==> src/rtl/game_sequencer_pkg.sv <==
// game_sequencer_pkg -- FSM states, playfield geometry, segment bit order
// and BCD helpers shared by the game_sequencer pong core.
package game_sequencer_pkg;

    typedef enum logic [2:0] {
        ST_IDLE     = 3'd0,
        ST_SERVE    = 3'd1,
        ST_PLAY     = 3'd2,
        ST_SCORED   = 3'd3,
        ST_GAMEOVER = 3'd4
    } state_t;

    typedef logic signed [10:0] coord_t;

    localparam coord_t WALL_TOP = 11'sd38;
    localparam coord_t WALL_BOT = 11'sd512;
    localparam coord_t PLANE_L  = 11'sd148;
    localparam coord_t PLANE_R  = 11'sd780;
    localparam coord_t CENTRE_X = 11'sd464;
    localparam coord_t CENTRE_Y = 11'sd275;
    localparam coord_t EXT_LO   = 11'sd8;
    localparam coord_t EXT_HI   = 11'sd9;
    localparam coord_t PAD_HALF = 11'sd50;

    // Clamp positions sit one pixel inside each trigger threshold.
    localparam coord_t CLAMP_TOP = WALL_TOP + EXT_LO + 11'sd1;
    localparam coord_t CLAMP_BOT = WALL_BOT - EXT_HI - 11'sd1;
    localparam coord_t CLAMP_L   = PLANE_L + EXT_LO + 11'sd1;
    localparam coord_t CLAMP_R   = PLANE_R - EXT_HI - 11'sd1;

    localparam int SEG_A = 0;
    localparam int SEG_B = 1;
    localparam int SEG_C = 2;
    localparam int SEG_D = 3;
    localparam int SEG_E = 4;
    localparam int SEG_F = 5;
    localparam int SEG_G = 6;

    function automatic logic [7:0] bcd_inc(input logic [7:0] v);
        logic [7:0] r;
        if (v == 8'h99)
            r = v;
        else if (v[3:0] == 4'd9)
            r = {v[7:4] + 4'd1, 4'd0};
        else
            r = {v[7:4], v[3:0] + 4'd1};
        return r;
    endfunction

    function automatic logic [6:0] bcd_val(input logic [7:0] v);
        return 7'(v[7:4]) * 7'd10 + 7'(v[3:0]);
    endfunction

endpackage

==> src/rtl/game_sequencer_seg7_decode.sv <==
// seg7_decode -- BCD digit to active-high seven-segment pattern.
// Non-decimal codes blank the display.
module seg7_decode
    import game_sequencer_pkg::*;
(
    input  logic [3:0] i_bcd,
    output logic [6:0] o_seg
);

    // Bit d of each mask lights that segment for digit d.
    localparam logic [9:0] M_A = 10'b11_1110_1101;
    localparam logic [9:0] M_B = 10'b11_1001_1111;
    localparam logic [9:0] M_C = 10'b11_1111_1011;
    localparam logic [9:0] M_D = 10'b11_0110_1101;
    localparam logic [9:0] M_E = 10'b01_0100_0101;
    localparam logic [9:0] M_F = 10'b11_0111_0001;
    localparam logic [9:0] M_G = 10'b11_0111_1100;

    logic [9:0] w_digit;

    assign w_digit = (i_bcd <= 4'd9) ? (10'd1 << i_bcd) : 10'd0;

    always_comb begin
        o_seg        = '0;
        o_seg[SEG_A] = |(w_digit & M_A);
        o_seg[SEG_B] = |(w_digit & M_B);
        o_seg[SEG_C] = |(w_digit & M_C);
        o_seg[SEG_D] = |(w_digit & M_D);
        o_seg[SEG_E] = |(w_digit & M_E);
        o_seg[SEG_F] = |(w_digit & M_F);
        o_seg[SEG_G] = |(w_digit & M_G);
    end

endmodule

==> src/rtl/game_sequencer.sv <==
// game_sequencer -- pong serve/rally/score sequencer with BCD scoreboard.
// Define BALL_SPEEDUP_EN to speed the ball up on every paddle return.
module game_sequencer
    import game_sequencer_pkg::*;
#(
    parameter int WIN_SCORE    = 11,
    parameter int SERVE_FRAMES = 60,
    parameter int BASE_SPEED   = 2,
    parameter int MAX_SPEED    = 6
) (
    input  logic       clk,
    input  logic       rst,
    input  logic       frame_tick,
    input  logic       start,
    input  logic [9:0] yposLeft,
    input  logic [9:0] yposRight,
    output logic [9:0] xcenter,
    output logic [9:0] ycenter,
    output logic [6:0] l_o,
    output logic [6:0] l_t,
    output logic [6:0] r_o,
    output logic [6:0] r_t,
    output logic [2:0] state,
    output logic       game_over
);

    localparam int SPD_TOP = (MAX_SPEED > BASE_SPEED) ? MAX_SPEED : BASE_SPEED;
    localparam int SPD_W   = $clog2(SPD_TOP + 1);
    localparam int CNT_W   = (SERVE_FRAMES > 1) ? $clog2(SERVE_FRAMES) : 1;

    state_t           r_state;
    state_t           w_next;
    logic [9:0]       r_x;
    logic [9:0]       r_y;
    logic             r_vx_pos;
    logic             r_vy_pos;
    logic [SPD_W-1:0] r_speed;
    logic [CNT_W-1:0] r_cnt;
    logic [7:0]       r_l_score;
    logic [7:0]       r_r_score;
    logic             r_left_scored;
    logic             r_conc_right;

    coord_t w_x, w_y, w_spd, w_nx, w_ny, w_dl, w_dr;
    coord_t w_x_mv, w_y_mv;
    logic   w_vx_mv, w_vy_mv;
    logic   w_top, w_bot;
    logic   w_zone_l, w_zone_r, w_in_l, w_in_r;
    logic   w_hit, w_miss;
    logic   w_serve_done, w_enter_serve, w_win;
    logic [7:0] w_new_score;

    // Motion and collision for one frame, all in 11-bit signed space.
    always_comb begin
        w_x      = coord_t'({1'b0, r_x});
        w_y      = coord_t'({1'b0, r_y});
        w_spd    = coord_t'(r_speed);
        w_nx     = r_vx_pos ? w_x + w_spd : w_x - w_spd;
        w_ny     = r_vy_pos ? w_y + 11'sd1 : w_y - 11'sd1;
        w_top    = (w_ny - EXT_LO) <= WALL_TOP;
        w_bot    = (w_ny + EXT_HI) >= WALL_BOT;
        w_dl     = w_y - coord_t'({1'b0, yposLeft});
        w_dr     = w_y - coord_t'({1'b0, yposRight});
        w_in_l   = (w_dl >= -PAD_HALF) && (w_dl <= PAD_HALF);
        w_in_r   = (w_dr >= -PAD_HALF) && (w_dr <= PAD_HALF);
        w_zone_l = !r_vx_pos && ((w_nx - EXT_LO) <= PLANE_L);
        w_zone_r = r_vx_pos && ((w_nx + EXT_HI) >= PLANE_R);
        w_hit    = (w_zone_l && w_in_l) || (w_zone_r && w_in_r);
        w_miss   = (w_zone_l && !w_in_l) || (w_zone_r && !w_in_r);

        w_vy_mv = r_vy_pos;
        w_y_mv  = w_ny;
        if (w_top) begin
            w_vy_mv = 1'b1;
            w_y_mv  = CLAMP_TOP;
        end else if (w_bot) begin
            w_vy_mv = 1'b0;
            w_y_mv  = CLAMP_BOT;
        end

        w_vx_mv = r_vx_pos;
        w_x_mv  = w_nx;
        if (w_zone_l && w_in_l) begin
            w_vx_mv = 1'b1;
            w_x_mv  = CLAMP_L;
        end else if (w_zone_r && w_in_r) begin
            w_vx_mv = 1'b0;
            w_x_mv  = CLAMP_R;
        end
    end

    assign w_serve_done = frame_tick && (r_cnt == CNT_W'(SERVE_FRAMES - 1));
    assign w_new_score  = bcd_inc(r_left_scored ? r_l_score : r_r_score);
    assign w_win        = bcd_val(w_new_score) == 7'(WIN_SCORE);

    always_ff @(posedge clk) begin
        if (rst)
            r_state <= ST_IDLE;
        else
            r_state <= w_next;
    end

    always_comb begin
        w_next = r_state;
        case (r_state)
            ST_IDLE:     if (start) w_next = ST_SERVE;
            ST_SERVE:    if (w_serve_done) w_next = ST_PLAY;
            ST_PLAY:     if (frame_tick && w_miss) w_next = ST_SCORED;
            ST_SCORED:   w_next = w_win ? ST_GAMEOVER : ST_SERVE;
            ST_GAMEOVER: if (start) w_next = ST_SERVE;
            default:     w_next = ST_IDLE;
        endcase
    end

    always_comb begin
        state     = r_state;
        game_over = (r_state == ST_GAMEOVER);
    end

    assign w_enter_serve = (w_next == ST_SERVE) && (r_state != ST_SERVE);

    always_ff @(posedge clk) begin
        if (rst) begin
            r_x           <= 10'(CENTRE_X);
            r_y           <= 10'(CENTRE_Y);
            r_vx_pos      <= 1'b1;
            r_vy_pos      <= 1'b1;
            r_cnt         <= '0;
            r_l_score     <= '0;
            r_r_score     <= '0;
            r_left_scored <= 1'b0;
            r_conc_right  <= 1'b1;
        end else begin
            if (w_enter_serve)
                r_cnt <= '0;
            else if (r_state == ST_SERVE && frame_tick)
                r_cnt <= r_cnt + CNT_W'(1);

            if (r_state == ST_PLAY) begin
                if (frame_tick) begin
                    if (w_miss) begin
                        r_x           <= 10'(CENTRE_X);
                        r_y           <= 10'(CENTRE_Y);
                        r_left_scored <= w_zone_r;
                        r_conc_right  <= w_zone_r;
                    end else begin
                        r_x      <= 10'(w_x_mv);
                        r_y      <= 10'(w_y_mv);
                        r_vx_pos <= w_vx_mv;
                        r_vy_pos <= w_vy_mv;
                    end
                end
            end else begin
                r_x <= 10'(CENTRE_X);
                r_y <= 10'(CENTRE_Y);
                // Launch toward whoever conceded the last point.
                if (r_state == ST_SERVE && w_serve_done) begin
                    r_vx_pos <= r_conc_right;
                    r_vy_pos <= 1'b1;
                end
            end

            if (r_state == ST_SCORED) begin
                if (r_left_scored)
                    r_l_score <= w_new_score;
                else
                    r_r_score <= w_new_score;
            end else if (r_state == ST_GAMEOVER && start) begin
                r_l_score    <= '0;
                r_r_score    <= '0;
                r_conc_right <= 1'b1;
            end
        end
    end

`ifdef BALL_SPEEDUP_EN
    always_ff @(posedge clk) begin
        if (rst || w_enter_serve)
            r_speed <= SPD_W'(BASE_SPEED);
        else if (r_state == ST_PLAY && frame_tick && w_hit
                 && r_speed < SPD_W'(MAX_SPEED))
            r_speed <= r_speed + SPD_W'(1);
    end
`else
    logic w_unused_hit;
    assign w_unused_hit = w_hit;

    always_ff @(posedge clk) begin
        r_speed <= SPD_W'(BASE_SPEED);
    end
`endif

    assign xcenter = r_x;
    assign ycenter = r_y;

    seg7_decode u_seg_lo (.i_bcd(r_l_score[3:0]), .o_seg(l_o));
    seg7_decode u_seg_lt (.i_bcd(r_l_score[7:4]), .o_seg(l_t));
    seg7_decode u_seg_ro (.i_bcd(r_r_score[3:0]), .o_seg(r_o));
    seg7_decode u_seg_rt (.i_bcd(r_r_score[7:4]), .o_seg(r_t));

endmodule
==> config.mk <==
export PLATFORM = sky130hd
export DESIGN_NAME = game_sequencer
export DESIGN_NICKNAME = d
export VERILOG_FILES = /design/src/rtl/game_sequencer_pkg.sv /design/src/rtl/game_sequencer_seg7_decode.sv /design/src/rtl/game_sequencer.sv
export SDC_FILE = /design/constraint.sdc
export NUM_CORES = 1
export LEC_CHECK = 0
export BUFFER_PORTS_ARGS = -buffer_cell sky130_fd_sc_hd__buf_2
export CAP_MARGIN = 30
export CORE_ASPECT_RATIO = 1.5
export CORE_UTILIZATION = 65
export CTS_CLUSTER_DIAMETER = 100
export DETAILED_ROUTE_END_ITERATION = 8
export PLACE_DENSITY = 0.88
export REMOVE_ABC_BUFFERS = 1
export SLEW_MARGIN = 10
export SYNTH_ARGS = -nofsm -noshare
export SYNTH_HDL_FRONTEND = slang
export SYNTH_SLANG_ARGS = --single-unit
export TNS_END_PERCENT = 5
==> constraint.sdc <==
create_clock -name clk -period 5.8 [get_ports clk]
set_input_delay 0.29 -clock clk [delete_from_list [all_inputs] [get_ports clk]]
set_output_delay 0.29 -clock clk [all_outputs]
set_load 0.03 [all_outputs]
### Word level (Yosys, flattened, before mapping)

Index checks and enable logic that the tools add are counted.

* output and inout bits: 52
* bits in registers: 49

* reductions and logical operators: 57
* equal/unequal tests: 16
* $lt $le $gt $ge: 12
* multipliers: 1
* mux-type cells: 42
* add/sub/neg operators: 14
* shifts and indexed selects: 4
* bitwise gates (word level): 1

Operator list (count)
* $mux W10: 10
* $mux W8: 8
* $reduce_or A8 Y1: 8
* $reduce_or A7 Y1: 8
* $shl A1 B4 Y10 const A: 4
* $reduce_or A9 Y1: 4
* $le A11 B7 Y1 const B: 3
* $reduce_or A6 Y1: 4
* $add A11 B5 Y11 const B: 2
* $ge A11 B11 Y1 const B: 2
* $ge A11 B7 Y1 const B: 2
* $mux W11: 2
* $sub A10 B10 Y11: 2
* $sub A11 B5 Y11 const B: 2
* $mux W1: 17
* $le A4 B4 Y1 const B: 4
* $reduce_or A4 Y1: 4
* $logic_and A1 B1 Y1: 14
* $mux W3: 4
* $pmux W3 S4: 1
* $add A10 B1 Y11 const B: 1
* $add A10 B2 Y11 const B: 1
* $le A11 B9 Y1 const B: 1
* $sub A10 B1 Y11 const B: 1
* other kinds (24): 38

### Depth between registers and ports, before layout

Gate-level depths: netlist of the first run.

* depth after elaboration: 13
* gate-level depth with buffers: 19
* gate-level depth less buffers: 18

### Hierarchy

Synthesis of the first run repeated with hierarchy kept, for this count alone.

* cells, all modules: 775
* area, all modules: 6153.4 um^2

By module, submodules not included
* game_sequencer: area an instance 5417.7 um^2, cells each 691, seq. area each 980.9 um^2, times used 1
* seg7_decode: area an instance 183.9 um^2, cells each 21, seq. area each 0.0 um^2, times used 4

### Worst setup path after synthesis of the first run

No wires, ideal clock.

* kind: flip-flop to flip-flop
* start point: register r_left_scored
* end point: register r_cnt[1]
* setup time: 65 ps
* path slack: 1992 ps
* period minus slack after synthesis: 3808 ps
* stages on the path, launching flop included: 18
* arrival: 3743 ps
* path through: dfxtp_1 clkbuf_1 clkbuf_1 a32o_1 nand2_1 nand2_1 mux2i_1 ha_1 ha_1 fa_1 nand2_1 nor2_1 xor2_1 xnor2_1 nand3_1 and2_1 a211o_1 nor2_1

* longest elaborated chain between the ends: 12
* elaborated cells between the ends (all ways): 15
* classes of those cells: add/sub: 3; mul: 1; eq/ne: 4; mux: 5; reduce/logical: 2

RTL lines
* from (decl): line game_sequencer.sv:41 `logic r_left_scored;`
* from (signal assigned): line game_sequencer.sv:144 `r_left_scored <= w_zone_r;`
* $mux W8 (*): line game_sequencer.sv:93 `assign w_new_score = bcd_inc(r_left_scored ? r_l_score : r_r_score);`
* $add A4 B1 Y4 / $eq A4 B4 Y1 (equally long branches): line game_sequencer_pkg.sv:44, game_sequencer_pkg.sv:43
* $mux W8: line game_sequencer_pkg.sv:43 `else if (v[3:0] == 4'd9)`
* $mux W8 (*): line game_sequencer_pkg.sv:41 `if (v == 8'h99)`
* $mul A4 B3 Y6: line game_sequencer_pkg.sv:51 `return 7'(v[7:4]) * 7'd10 + 7'(v[3:0]);`
* $add A7 B4 Y7 (*): line game_sequencer_pkg.sv:51
* $eq A7 B4 Y1 (*): line game_sequencer.sv:94 `assign w_win = bcd_val(w_new_score) == 7'(WIN_SCORE);`
* $mux W3 (*): line game_sequencer.sv:109 `ST_SCORED: w_next = w_win ? ST_GAMEOVER : ST_SERVE;`
* $pmux W3 S4 (*): line game_sequencer.sv:105 `case (r_state)`
* $eq A3 B1 Y1 (*): line game_sequencer.sv:120 `assign w_enter_serve = (w_next == ST_SERVE) && (r_state != ST_SERVE);`
* $logic_and A1 B1 Y1 (*): line game_sequencer.sv:120
* $reduce_or A2 Y1 (no line) (*)
* to (signal assigned): line game_sequencer.sv:137 `r_cnt <= r_cnt + CNT_W'(1);`
* to (decl): line game_sequencer.sv:38 `logic [CNT_W-1:0] r_cnt;`

Every way passes the cells marked *; elsewhere a longest branch is shown, timed or not.
A chain may end at the register's enable or synchronous reset.

### Worst setup path in the final report of the first run

* start point: register r_left_scored
* end point: register r_cnt[2]

Same word-level chain as after synthesis.

==> results of run 1 <==
-- cells in the final DEF (no fill, tap or decap), types with 6 or more instances in the layout --
cell and n:
sky130_fd_sc_hd__dfxtp_1 49, sky130_fd_sc_hd__nand2b_1 15, sky130_fd_sc_hd__nand3_1 16, sky130_fd_sc_hd__nand4_1 10, sky130_fd_sc_hd__nor3_1 16, sky130_fd_sc_hd__xnor2_1 18, sky130_fd_sc_hd__nor2_1 103, sky130_fd_sc_hd__a21oi_1 63
sky130_fd_sc_hd__a211oi_1 15, sky130_fd_sc_hd__a221oi_1 12, sky130_fd_sc_hd__buf_2 75, sky130_fd_sc_hd__nor2b_1 22, sky130_fd_sc_hd__nand2_1 56, sky130_fd_sc_hd__mux2i_1 19, sky130_fd_sc_hd__o21ai_1 8, sky130_fd_sc_hd__xor2_1 12
sky130_fd_sc_hd__fa_1 6, sky130_fd_sc_hd__o211ai_1 10, sky130_fd_sc_hd__inv_1 55, sky130_fd_sc_hd__and3_1 10, sky130_fd_sc_hd__o21ai_0 29, sky130_fd_sc_hd__ha_1 57, sky130_fd_sc_hd__and2_1 12, sky130_fd_sc_hd__o22ai_1 11
sky130_fd_sc_hd__a21o_1 18, sky130_fd_sc_hd__o21a_1 17
-- flip-flops by register name (all words and copies together) (netlist names) --
name / flops
r_cnt: 6
r_conc_right: 1
r_l_score: 8
r_left_scored: 1
r_r_score: 8
r_vx_pos: 1
r_vy_pos: 1
state: 3
xcenter: 10
ycenter: 10
-- critical path, cell delays in order (launching register included) --
cell                      delay, ps
sky130_fd_sc_hd__dfxtp_1        770
sky130_fd_sc_hd__mux2i_1        440
sky130_fd_sc_hd__ha_1           210
sky130_fd_sc_hd__nand2_1         80
sky130_fd_sc_hd__nand2_1        160
sky130_fd_sc_hd__mux2i_1        350
sky130_fd_sc_hd__ha_1           300
sky130_fd_sc_hd__ha_1           220
sky130_fd_sc_hd__fa_1           520
sky130_fd_sc_hd__nand2_1         60
sky130_fd_sc_hd__nor2_1         110
sky130_fd_sc_hd__xor2_1         190
sky130_fd_sc_hd__xnor2_1        130
sky130_fd_sc_hd__nand3_1        100
sky130_fd_sc_hd__and2_1         160
sky130_fd_sc_hd__a211o_1        350
sky130_fd_sc_hd__nor2_1         160
-- power groups by stage --
stage	combinational [mW]	clock, mW	sequential [mW]
2_1_floorplan	0.0576	0	0.347
5_1_grt	0.0947	0.345	0.339
6_report	0.0861	0.329	0.339
3_3_place_gp	0.0795	0	0.346
4_1_cts	0.0844	0.328	0.339
3_5_place_dp	0.0835	0	0.346
-- synthesized netlist by cell type (6+ instances only) --
library cell,instances
sky130_fd_sc_hd__nand4_1,10
sky130_fd_sc_hd__and2_1,12
sky130_fd_sc_hd__clkbuf_1,30
sky130_fd_sc_hd__o21a_1,17
sky130_fd_sc_hd__xnor2_1,18
sky130_fd_sc_hd__nor3_1,16
sky130_fd_sc_hd__inv_1,55
sky130_fd_sc_hd__mux2i_1,19
sky130_fd_sc_hd__o22ai_1,11
sky130_fd_sc_hd__ha_1,57
sky130_fd_sc_hd__o21ai_1,8
sky130_fd_sc_hd__xor2_1,12
sky130_fd_sc_hd__a21o_1,18
sky130_fd_sc_hd__o211ai_1,10
sky130_fd_sc_hd__a211oi_1,15
sky130_fd_sc_hd__nand2b_1,15
sky130_fd_sc_hd__o21ai_0,29
sky130_fd_sc_hd__dfxtp_1,49
sky130_fd_sc_hd__nand3_1,16
sky130_fd_sc_hd__fa_1,6
sky130_fd_sc_hd__nand2_1,56
sky130_fd_sc_hd__a21oi_1,63
sky130_fd_sc_hd__nor2b_1,22
sky130_fd_sc_hd__and3_1,10
sky130_fd_sc_hd__nor2_1,103
sky130_fd_sc_hd__a221oi_1,12
-- routing by layer --
| metal | vias to the layer above | wire (um) |
|---|---|---|
| met4 | 0 | 815 |
| met5 | - | 0 |
| li1 | 3131 | - |
| met3 | 81 | 855 |
| met2 | 251 | 7990 |
| met1 | 2963 | 6210 |
-- worst min path at each step --
stage | start | endpoint | slack, ps
floorplan | rst | r_left_scored$_SDFFE_PP0P_ | 360
global placement | xcenter[9]$_SDFFE_PP0P_ | xcenter[9]$_SDFFE_PP0P_ | 490
detailed placement | xcenter[9]$_SDFFE_PP0P_ | xcenter[9]$_SDFFE_PP0P_ | 510
CTS | start | state[2]$_SDFF_PP0_ | 350
global route | frame_tick | xcenter[0]$_SDFFE_PP0P_ | 400
finish | start | state[2]$_SDFF_PP0_ | 360
-- cell families (layout without fill, tap and decap cells) --
logic type / Yosys count / after routing
simple gates: 298 / 298
buf+inv: 91 / 140
mux: 21 / 21
flops: 49 / 49
fa+ha+maj: 63 / 63
xor+xnor: 32 / 32
compound gates: 269 / 269
-- metrics by stage --
stage	power (mW)	util
after detailed placement	0.430	0.722
after global placement	0.426	0.722
after CTS	0.752	0.741
after floorplan	0.405	-
final	0.754	0.742
after global routing	0.779	0.742
-- cell type report --
class,instances,share of cell area
clock buffer,5,0.0189
clock inverter,3,0.00661
inverter,56,0.0317
multi-input combinational,683,0.716
sequential,49,0.148
tap,110,0.0208
timing repair buffer,76,0.0577
==> flow_results.org, run 1 <==
** Yosys
- Number of distinct library cells after synthesis :: 89
- Of the post-synthesis cell area, the dominant cell type holds 0.161.
- The synthesized design spends more area on one cell type than any other, namely sky130_fd_sc_hd__dfxtp_1.
- Dominant combinational cell family by area after synthesis :: compound AO/OA/AOI/OAI gates
- Post-synthesis adder-cell area fraction :: 0.137
- During synthesis, Yosys emitted a total of 0 warnings.
- Post-Syn Instances :: a little over 800
- In this run, synthesis produced a sequential element count of 49.
- Of the total synthesized cell area, the portion taken by XOR and XNOR cells is 0.0496.
- Syn avg cell area :: 7.39 um2
- The synthesized design contains 0 enable-type register cells.
- The compound-gate portion of the synthesized area was 0.315.
- Of the total synthesized cell area, the portion taken by AND, OR, NAND and NOR gates is 0.244.
- Leading register cell type out of synthesis :: sky130_fd_sc_hd__dfxtp_1
- After synthesis, the cell types taking the most area are sky130_fd_sc_hd__dfxtp_1 16%, sky130_fd_sc_hd__ha_1 12%, sky130_fd_sc_hd__nor2_1 6.4%.
- Sequential cell area fraction in the yosys report :: 0.161
- In this run the cell area of the synthesized design comes to just over 6000 um2.
- In the synthesized netlist the async set-or-reset flop fraction comes to 0.
- Of the post-synthesis cell area, the part taken by muxes is 0.0350.

** Die
- From bottom edge to top edge, the die measures 120 um.
- Number of core rows :: 42
- From left edge to right edge, the die measures 81.0 um.
- The region available for standard cell placement spans between 8000 and 9000 um2.
- The initial utilization of the core area, before any placement, comes to 0.681.
- Die Outline Area :: 9760 um2
- Number of top-level pins :: 76

** Drt
- Detailed routing inserted a total of 6426 vias.
- The detail route stage leaves a number of antenna-violating nets equal to 0.
- After detailed routing, the number of remaining DRC violations is 0.
- Vias per Instance :: about 6.5
- Dividing the detail-routed wire length by the instance count gives 16.2 um.
- For this block, the initial DRC count from the detailed router was 447.
- The routed design has 15.9 mm of wire.
- First-pass iteration count of the detailed router :: 7

** STA
- Min Tclk post-route :: 4380 ps
- Setup violations remaining at the end of the flow were counted as 0.
- Final setup slack of the worst path :: between 1000 and 1500 ps
- Max-slew violations :: 0
- Timing would allow up to ~230 MHz.
- The count of final hold-check violations was 0.
- Final hold analysis gives a worst-case slack of 363 ps.
- For the pin with the worst max-slew slack, the measured transition is 928 ps.
- Final worst path period share :: 0.755
- Relative slew slack :: 0.379
- RSZ-0062 raised after global routing :: false
- After routing, the total negative slack on setup checks comes to 0 ps.
- Maximum clock skew at final layout :: 5.92 ps

** Setup path
- Tracing the worst setup path back leads to its startpoint at r_left_scored$_SDFFE_PP0P_.
- Reg2reg setup slack :: between 1000 and 1500 ps
- Data required time at the worst endpoint :: 6020 ps
- The worst setup path is of the register to register kind.
- The startpoint identified for the worst register-to-register timing path is r_left_scored$_SDFFE_PP0P_.
- Following the worst setup path forward leads to its endpoint at r_cnt[2]$_SDFFE_PP0P_.
- Count of cells along the worst register-to-register path :: 16
- STA classifies the critical path startpoint as a register.
- Kind of end point of the critical path :: register
- In this run the critical register-to-register path is captured at r_cnt[2]$_SDFFE_PP0P_.
- Endpoint arrival time on the critical path :: about 4600 ps
- Highest net fanout along the worst path :: 18

** Clock tree
- Number of buffers added to fix hold violations after cts :: 0
- Number of setup buffers added after CTS :: 0
- After clock tree synthesis, the repair step resized 0 gates.
- Clock transition at the register clock pins on the worst setup and hold paths after CTS :: 70 ps
- The clock passes through at most 2 buffers.
- CTS H-Tree Depth :: 2
- TritonCTS built the clock tree.
- Insertion delay of the later-clocked pin in the worst-skew pair :: 290 ps
- The clock net in this run drives a total of 49 sinks.
- Root buffer cell :: sky130_fd_sc_hd__clkbuf_16
- Clock tree synthesis inserted a total of 5 buffers.

** Power and ir drop
- The share of total power dissipated in the clock network is 0.437.
- P per Cell Area :: 114 nW/um2
- Net Sw Power :: between 0.15 and 0.2 mW
- Cell internal power was estimated by the tool at between 0.5 and 0.6 mW.
- Of the total power, the share spent switching nets is 0.235.
- Relative contribution of combinational cells to total power :: 0.114
- Leak pwr :: 2.89 nW
- Across the VDD grid, the largest voltage drop is ~160 uV.
- The share of total power dissipated in sequential elements is 0.449.

** Global routing
- For met3 alone, demand over resource in global routing was 0.0423.
- Met1 track utilization from global routing :: 0.361
- The number of global-route vias before repair was 6087.
- For this run, the total global-route usage over all layers was measured as 0.330.
- Antenna violations before repair :: 0
- Global-route track usage on met2 :: 0.598
- Entering global routing, the biggest net connects 28 pins.
- Grt peak-use layer :: met2
- Wire length of the first global-routing pass :: between 20 and 30 mm
- Global routing finished with a remaining overflow of 0.

** Cells and area
- Synthesis-to-layout area growth :: 8.97%
- Count of filler cells inserted in the layout :: 702
- In the final layout, the share of cells above drive strength 1 is 0.124.
- The finished cells cover between 6000 and 7000 um2.
- The multi-input combinational cells in the finished layout cover a total of 4750 um2.
- Summing all flip-flop and latch instances after layout gives 981 um2.
- Final Net Count :: 958
- The repair_antennas step left the layout with diodes totalling 0.
- Excluding fillers, the count of instances in the completed layout stands at 982.

** Placement
- In this run, placement finished with an instance count of between 900 and 1k.
- HPWL after detailed placement :: 12.2 mm
- In this run the cell area measured after placement is 6450 um2.
- # port buffers :: 75
- Final Wtd Congestion :: 0.953
- Before CTS, the worst setup slack after placement is 1470 ps.

** Hold path
- Cells on Worst Hold Path :: 4
- Class of the tightest hold or removal check :: input port to register

** Status
- The flow ran to the end, and the final reports show no timing, DRC or antenna violations.

** Job
- Max-cap violations in this run came to 0.
(Power assumes the default switching activity.)
==> run 2, diff against run 1 <==
CORE_UTILIZATION = 54   (was 65)
PLACE_DENSITY = 0.78   (was 0.88)
clock period = 3.5 ns   (was 5.8 ns; I/O delays follow)
==> flow_results.org, run 2 (same netlist as run 1, synthesis figures left out) <==
** Status
- Result of the run :: finished, violations left
- Violations in the final reports :: setup timing

** Job
- The tool flagged a number of max-cap violations equal to 0.

** Drt
- Dividing the detail-routed wire length by the instance count gives 14.8 um.
- The routed design uses 8.57 mm of met2 wire.
- Highest metal layer with signal wires :: met4
- For this block, the via count after detailed routing is 6650.
- The first routing iteration left between 200 and 300 violations.
- Routed WL :: 16.7 mm
- Before antenna repair, the detailed router went through 7 iterations.
- In this run the remaining antenna-violating nets after routing total 0.
- Met1 layer wirelength in the final routing :: 6.89 mm
- For this run, design rule violations remaining after detail routing come to 0.
- Vias per Instance :: approximately 5.9
- The routed design uses 520 um of met3 wire.

** Die
- The floorplan has 47 rows.
- Die Ht :: 132 um
- The die is 88.7 um wide.
- Number of top-level pins :: 76
- Placeable Area :: 11000 um2
- The floorplan step defined a die boundary enclosing 11700 um2.
- For this configuration, the core starts out at a cell density of 0.553.

** Cells and area
- For this run, the share of the core covered by cells in the final layout is 0.694.
- Summing all flip-flop and latch instances after layout gives between 900 and 1000 um2.
- Final Net Count :: around 1.1k
- Of the cells placed in the final design, the portion with a size suffix greater than 1 is 0.250.
- Leaving out fill and tap cells, the most frequent cell in the layout is sky130_fd_sc_hd__buf_4.
- Area of the multi-input gates :: 4920 um2
- Relative to the synthesized area, the layout overhead comes to 25.5%.
- Commonest cells after routing, fill and taps aside :: 105 x sky130_fd_sc_hd__buf_4, 98 x sky130_fd_sc_hd__nor2_1, 75 x sky130_fd_sc_hd__buf_2
- Counting the fill cells in the layout gives 933.
- Cell area after layout :: roughly 7600 um2
- Final non-filler cell total :: 1123
- The repair_antennas step left the layout with diodes totalling 0.

** STA
- Timing would allow up to between 200 and 300 MHz.
- Maximum clock skew at final layout :: 9.68 ps
- Setup total negative slack on the finished layout was measured at -10.5 ps.
- For the pin with the worst max-slew slack, the measured transition is 676 ps.
- The number of max-slew violations in the final report was 0.
- Setup-violating endpoint count in the final report :: 1
- The worst pin sits at a relative slew slack of 0.548.
- For the finished layout, the period the worst path requires is 3510 ps.
- Final worst path period share :: 1.00
- Final setup slack of the worst path :: -10.5 ps
- Number of hold violations in the final report :: 0
- Hold slack final :: roughly 250 ps
- RSZ-0062 raised after global routing :: true

** Setup path
- For the worst setup path, the data arrival time is 3730 ps.
- On the worst path, the slowest cell contributes a delay of around 400 ps.
- The critical path runs through a total of 16 cells.
- Highest net fanout along the worst path :: 6
- By startpoint and endpoint, the worst setup path is classified as register to register.
- Slowest CP cell :: sky130_fd_sc_hd__or3b_1
- Count of cells along the worst register-to-register path :: 16
- Buf/Inv on CP :: 4
- STA puts the critical path data required time at 3720 ps.
- Kind of end point of the critical path :: register
- Critical Path Source Type :: register
- Worst path cell trace :: inv_2 > ha_2 > buf_4 > xnor2_4 > inv_2 > ha_1 > a31o_2 > and3_1 > o211ai_2 > nor3_1 > nor4_1 > buf_4 > nand3_2 > o21a_1 > or3b_1 > a21oi_1
- Worst path top cell family by delay :: simple AND/OR/NAND/NOR gates

** Placement
- The congestion estimate from routability-driven global placement came to 0.907.
- In this run the tool buffered the top-level ports with 75 buffer cells.
- Number of placed cells counting well taps :: 1110
- Before CTS, the worst setup slack after placement is -139 ps.
- In this run the cell area measured after placement is 7250 um2.
- HPWL after detailed placement :: 13.0 mm

** Hold path
- Cells on Worst Hold Path :: 4
- Class of the tightest hold or removal check :: input port to register

** Power and ir drop
- The internal power of the cells totals 0.963 mW.
- For this design the total switching power over the nets is 0.313 mW.
- For this design the static power due to leakage is 3.42 nW.
- Power, Total :: 1.28 mW
- Of the total power, registers draw 0.439.
- Of the total power, combinational logic draws 0.115.
- Switching power share of the total :: 0.245
- Of the total power, the clock network draws 0.446.
- Power spread over the standard cell area amounts to 167 nW/um2.
- Worst vdd ir :: 177 uV

** Clock tree
- Insertion delay of the later-clocked pin in the worst-skew pair :: 290 ps
- The clock drives 49 sinks.
- The tree is rooted in a sky130_fd_sc_hd__clkbuf_16.
- Clock transition at the register clock pins on the worst setup and hold paths after CTS :: ~70 ps
- In this run the number of H-tree levels came out at 2.
- Number of buffers added to fix hold violations after cts :: 0
- Clock tree from TritonCTS :: built
- Clock tree synthesis inserted a total of 5 buffers.
- Bufs on Longest Clock Path :: 2

** Global routing
- Wire length of the first global-routing pass :: 26.4 mm
- Antenna violations before repair :: 0
- After global routing the overflow that remains totals 0.
- Vias in the first global route :: 6039
- Largest net degree at the start of global routing :: 28
- All-Layer GR Usage :: 0.274
## run 2: power groups by stage
stage | logic, mW | registers, mW | clock network (mW)
detailed placement | 0.139 | 0.574 | 0
CTS | 0.141 | 0.561 | 0.570
global placement | 0.136 | 0.574 | 0
finish | 0.146 | 0.560 | 0.569
global route | 0.162 | 0.560 | 0.592
floorplan | 0.0954 | 0.575 | 0
## run 2: layout make-up
type	instances	area share
tap	147	0.0241
clock inverter	3	0.00639
timing repair buffer	180	0.152
multi-input combinational	683	0.644
sequential	49	0.129
clock buffer	5	0.0164
inverter	56	0.0275
## run 2: worst register-to-register path, delay by kind of cell, from the launching register on
kind                       cells  cell delay, ps
and+or+nand+nor                5            1100
DFF                            1             330
xor gates and xnor gates       1             230
buffers and inverters          4             540
adders and majority gates      2             540
AOI/OAI and AO/OA              4             710
## run 2: worst paths after layout
check	from	endpoint	slack, ps
worst max register to register	r_vx_pos$_SDFFE_PP1P_	r_left_scored$_SDFFE_PP0P_	-10
worst max-delay path	r_vx_pos$_SDFFE_PP1P_	r_left_scored$_SDFFE_PP0P_	-10
worst min register to register	r_conc_right$_SDFF_PP1_	r_conc_right$_SDFF_PP1_	510
worst min-delay path	start	state[2]$_SDFF_PP0_	250
## run 2: layer usage
| metal | track usage | vias up |
|---|---|---|
| li1 | - | 3332 |
| met1 | 0.301 | 3108 |
| met2 | 0.515 | 160 |
| met3 | 0.0276 | 50 |
| met4 | 0.115 | 0 |
| met5 | 0 | - |
## run 2: repair_timing
item | CTS | global route
gates cloned | 0 | 0
setup endpoints to repair | 18 | 32
hold endpoints to repair | 0 | 0
gates resized for setup | 8 | 29
setup buffers | 0 | 4
pin swaps | 9 | 8
==> run 3, diff against run 2 <==
PLACE_DENSITY = 0.79   (was 0.78)
==> flow_results.org, run 3 (same netlist as run 1, synthesis figures left out) <==
** Die
- The floorplan has between 40 and 50 rows.
- In this run the standard cell core region covers 11000 um2.
- Starting Density :: 0.553
- Die Ht :: between 100 and 150 um
- Die extent in x :: a little under 90 um
- 76 I/O pins were placed.
- The die covers 11700 um2.

** STA
- Hold is met by 257 ps.
- Across the routed clock network, the largest skew measured is 3.62 ps.
- Final worst path period share :: 1.03
- Upper clock frequency limit :: 277 MHz
- RSZ-0062 raised after global routing :: true
- At the pin with the least slew margin, the transition time is around 670 ps.
- Final setup slack of the worst path :: -112 ps
- Number of hold violations in the final report :: 0
- The routed design could run at a clock period as short as 3610 ps.
- In this run the tightest slew margin relative to its limit is 0.549.
- Setup-violating endpoint count in the final report :: 12
- The number of max-slew violations in the final report was 0.

** Setup path
- Reg2reg setup slack :: -110 ps
- Startpoint of the worst setup timing path :: r_vx_pos$_SDFFE_PP1P_
- The most critical setup path has its endpoint at ycenter[5]$_SDFFE_PP0P_.
- Data required time at the worst endpoint :: 3700 ps
- Critical Path Source Type :: register
- STA puts the critical path data arrival time at 3810 ps.
- The number of cells on the worst reg-to-reg path is 14.
- The worst setup path is of the register to register kind.
- The worst register-to-register path ends at ycenter[5]$_SDFFE_PP0P_.
- Highest net fanout along the worst path :: 8
- Kind of end point of the critical path :: register
- In this run the critical register-to-register path is launched from r_vx_pos$_SDFFE_PP1P_.

** Global routing
- Largest net degree at the start of global routing :: 28
- Wire length of the first global-routing pass :: 26.5 mm
- Across every metal layer, demand over resource in global routing totals 0.277.
- The number of global-route vias before repair was between 6k and 7k.
- Antenna violations before repair :: 0
- After global routing the overflow that remains totals 0.

** Clock tree
- TritonCTS built the clock tree.
- The clock reaches the later pin of the worst-skew pair after 290 ps.
- Clock-pin slew was measured on the worst setup and hold paths at ~70 ps.
- The tree built by TritonCTS fans out to 49 sinks.
- Clock tree synthesis selected as its root buffer the cell sky130_fd_sc_hd__clkbuf_16.
- Buffers inserted during clock tree synthesis total 5.
- The H-tree was split into 2 levels.
- After clock tree synthesis, the flow added hold-fix buffers numbering 0.
- Bufs on Longest Clock Path :: 2

** Drt
- The detailed router finished its first iteration with 318 violations.
- Drt drc :: 0
- The first detailed-routing pass ran for 5 iterations.
- In the final routed layout, each cell accounts on average for about 16 um.
- Dividing the detail-routed via count by the number of cells gives around 6.0.
- The detail route stage leaves a number of antenna-violating nets equal to 0.
- Vias post-DR :: 6696
- Wires add up to 17.3 mm.

** Placement
- Final Wtd Congestion :: 0.964
- The count of buffers added on input and output ports is 75.
- Summed over all nets, the half-perimeter wirelength after detailed placement is 12.9 mm.

** Cells and area
- 0 antenna diodes ended up in the layout.
- At the end of the flow, the number of nets in the layout was 1048.
- Utilization of the core after routing :: 0.693
- Count of filler cells inserted in the layout :: between 900 and 1k
- Of the cells placed in the final design, the portion with a size suffix greater than 1 is 0.258.
- Leaving out fill and tap cells, the most frequent cells in the layout are 95 x sky130_fd_sc_hd__nor2_1, 89 x sky130_fd_sc_hd__buf_4, 75 x sky130_fd_sc_hd__buf_2.
- The library cell used most frequently in the layout, excluding fill and tap cells, is sky130_fd_sc_hd__nor2_1.
- Synthesis-to-layout area growth :: 25.2%

** Power and ir drop
- Leak pwr :: between 3 and 4 nW
- P per Cell Area :: 165 nW/um2
- Worst vdd ir :: 192 uV

** Status
- Result of the run :: finished, violations left
- The final reports fail on setup timing.

** Hold path
- The worst hold path belongs to the class input port to register.

** Job
- Across the run, the number of max-cap violations was 0.
## run 3: final cells by class
| class | instances | area (um2) | share of cell area |
|---|---|---|---|
| Tap cell | 147 | 184 | 0.0241 |
| Inverter | 56 | 213 | 0.0279 |
| Sequential cell | 49 | 988 | 0.130 |
| Clock buffer | 6 | 129 | 0.0169 |
| Timing Repair Buffer | 166 | 1070 | 0.140 |
| Multi-Input combinational cell | 683 | 5000 | 0.656 |
| Clock inverter | 2 | 38.8 | 0.00509 |
## run 3: critical path, stage by stage (launching register included)
cell	delay [ps]
sky130_fd_sc_hd__dfxtp_2	360
sky130_fd_sc_hd__inv_4	60
sky130_fd_sc_hd__buf_8	140
sky130_fd_sc_hd__ha_1	350
sky130_fd_sc_hd__a21oi_2	250
sky130_fd_sc_hd__o31ai_1	130
sky130_fd_sc_hd__xnor2_1	460
sky130_fd_sc_hd__and2_4	250
sky130_fd_sc_hd__nor2_1	50
sky130_fd_sc_hd__o211ai_1	270
sky130_fd_sc_hd__o32a_1	370
sky130_fd_sc_hd__o211ai_1	240
sky130_fd_sc_hd__buf_4	200
sky130_fd_sc_hd__buf_4	130
sky130_fd_sc_hd__a221oi_1	240
## run 3: worst min path at each step
stage / from / end / cells past startpoint
floorplan: rst / r_left_scored$_SDFFE_PP0P_ / 1
finish: start / state[2]$_SDFF_PP0_ / 4
global placement: xcenter[9]$_SDFFE_PP0P_ / xcenter[9]$_SDFFE_PP0P_ / 2
CTS: start / state[2]$_SDFF_PP0_ / 4
detailed placement: xcenter[9]$_SDFFE_PP0P_ / xcenter[9]$_SDFFE_PP0P_ / 2
global route: start / r_cnt[1]$_SDFFE_PP0P_ / 3
## run 3: timing repair
item                       4_1_cts  5_1_grt
pin swaps                       11       24
gates resized for setup          6       61
setup endpoints to repair       22       32
buffers inserted                 1        4
## run 3: stage by stage
step	instance area (um2)	TNS (ps)	worst slack, ps	instances	total power [mW]
3_5_place_dp	7140	-711	-88.2	1095	0.712
6_report	7620	-979	-112	1109	1.26
2_1_floorplan	5940	-2680	-350	788	0.671
5_1_grt	7620	-3910	-286	1109	1.30
3_3_place_gp	7140	0	20.8	1095	0.710
4_1_cts	7340	-25.2	-14.4	1104	1.25
## run 3: power by group
group / switching (mW) / leakage [nW] / total (mW) / internal (mW)
sequential: 0.00227 / 0.396 / 0.560 / 0.558
combinational: 0.0830 / 2.88 / 0.146 / 0.0631
clock: 0.214 / 0.0810 / 0.553 / 0.339
## run 3: per-layer routing
metal  up-vias  track usage  routed length [um]
met4         0       0.0986                 549
met1      3138        0.295                6820
met3        50       0.0301                 624
met2       201        0.536                9280
li1       3307            -                   -
met5         -            0                   0
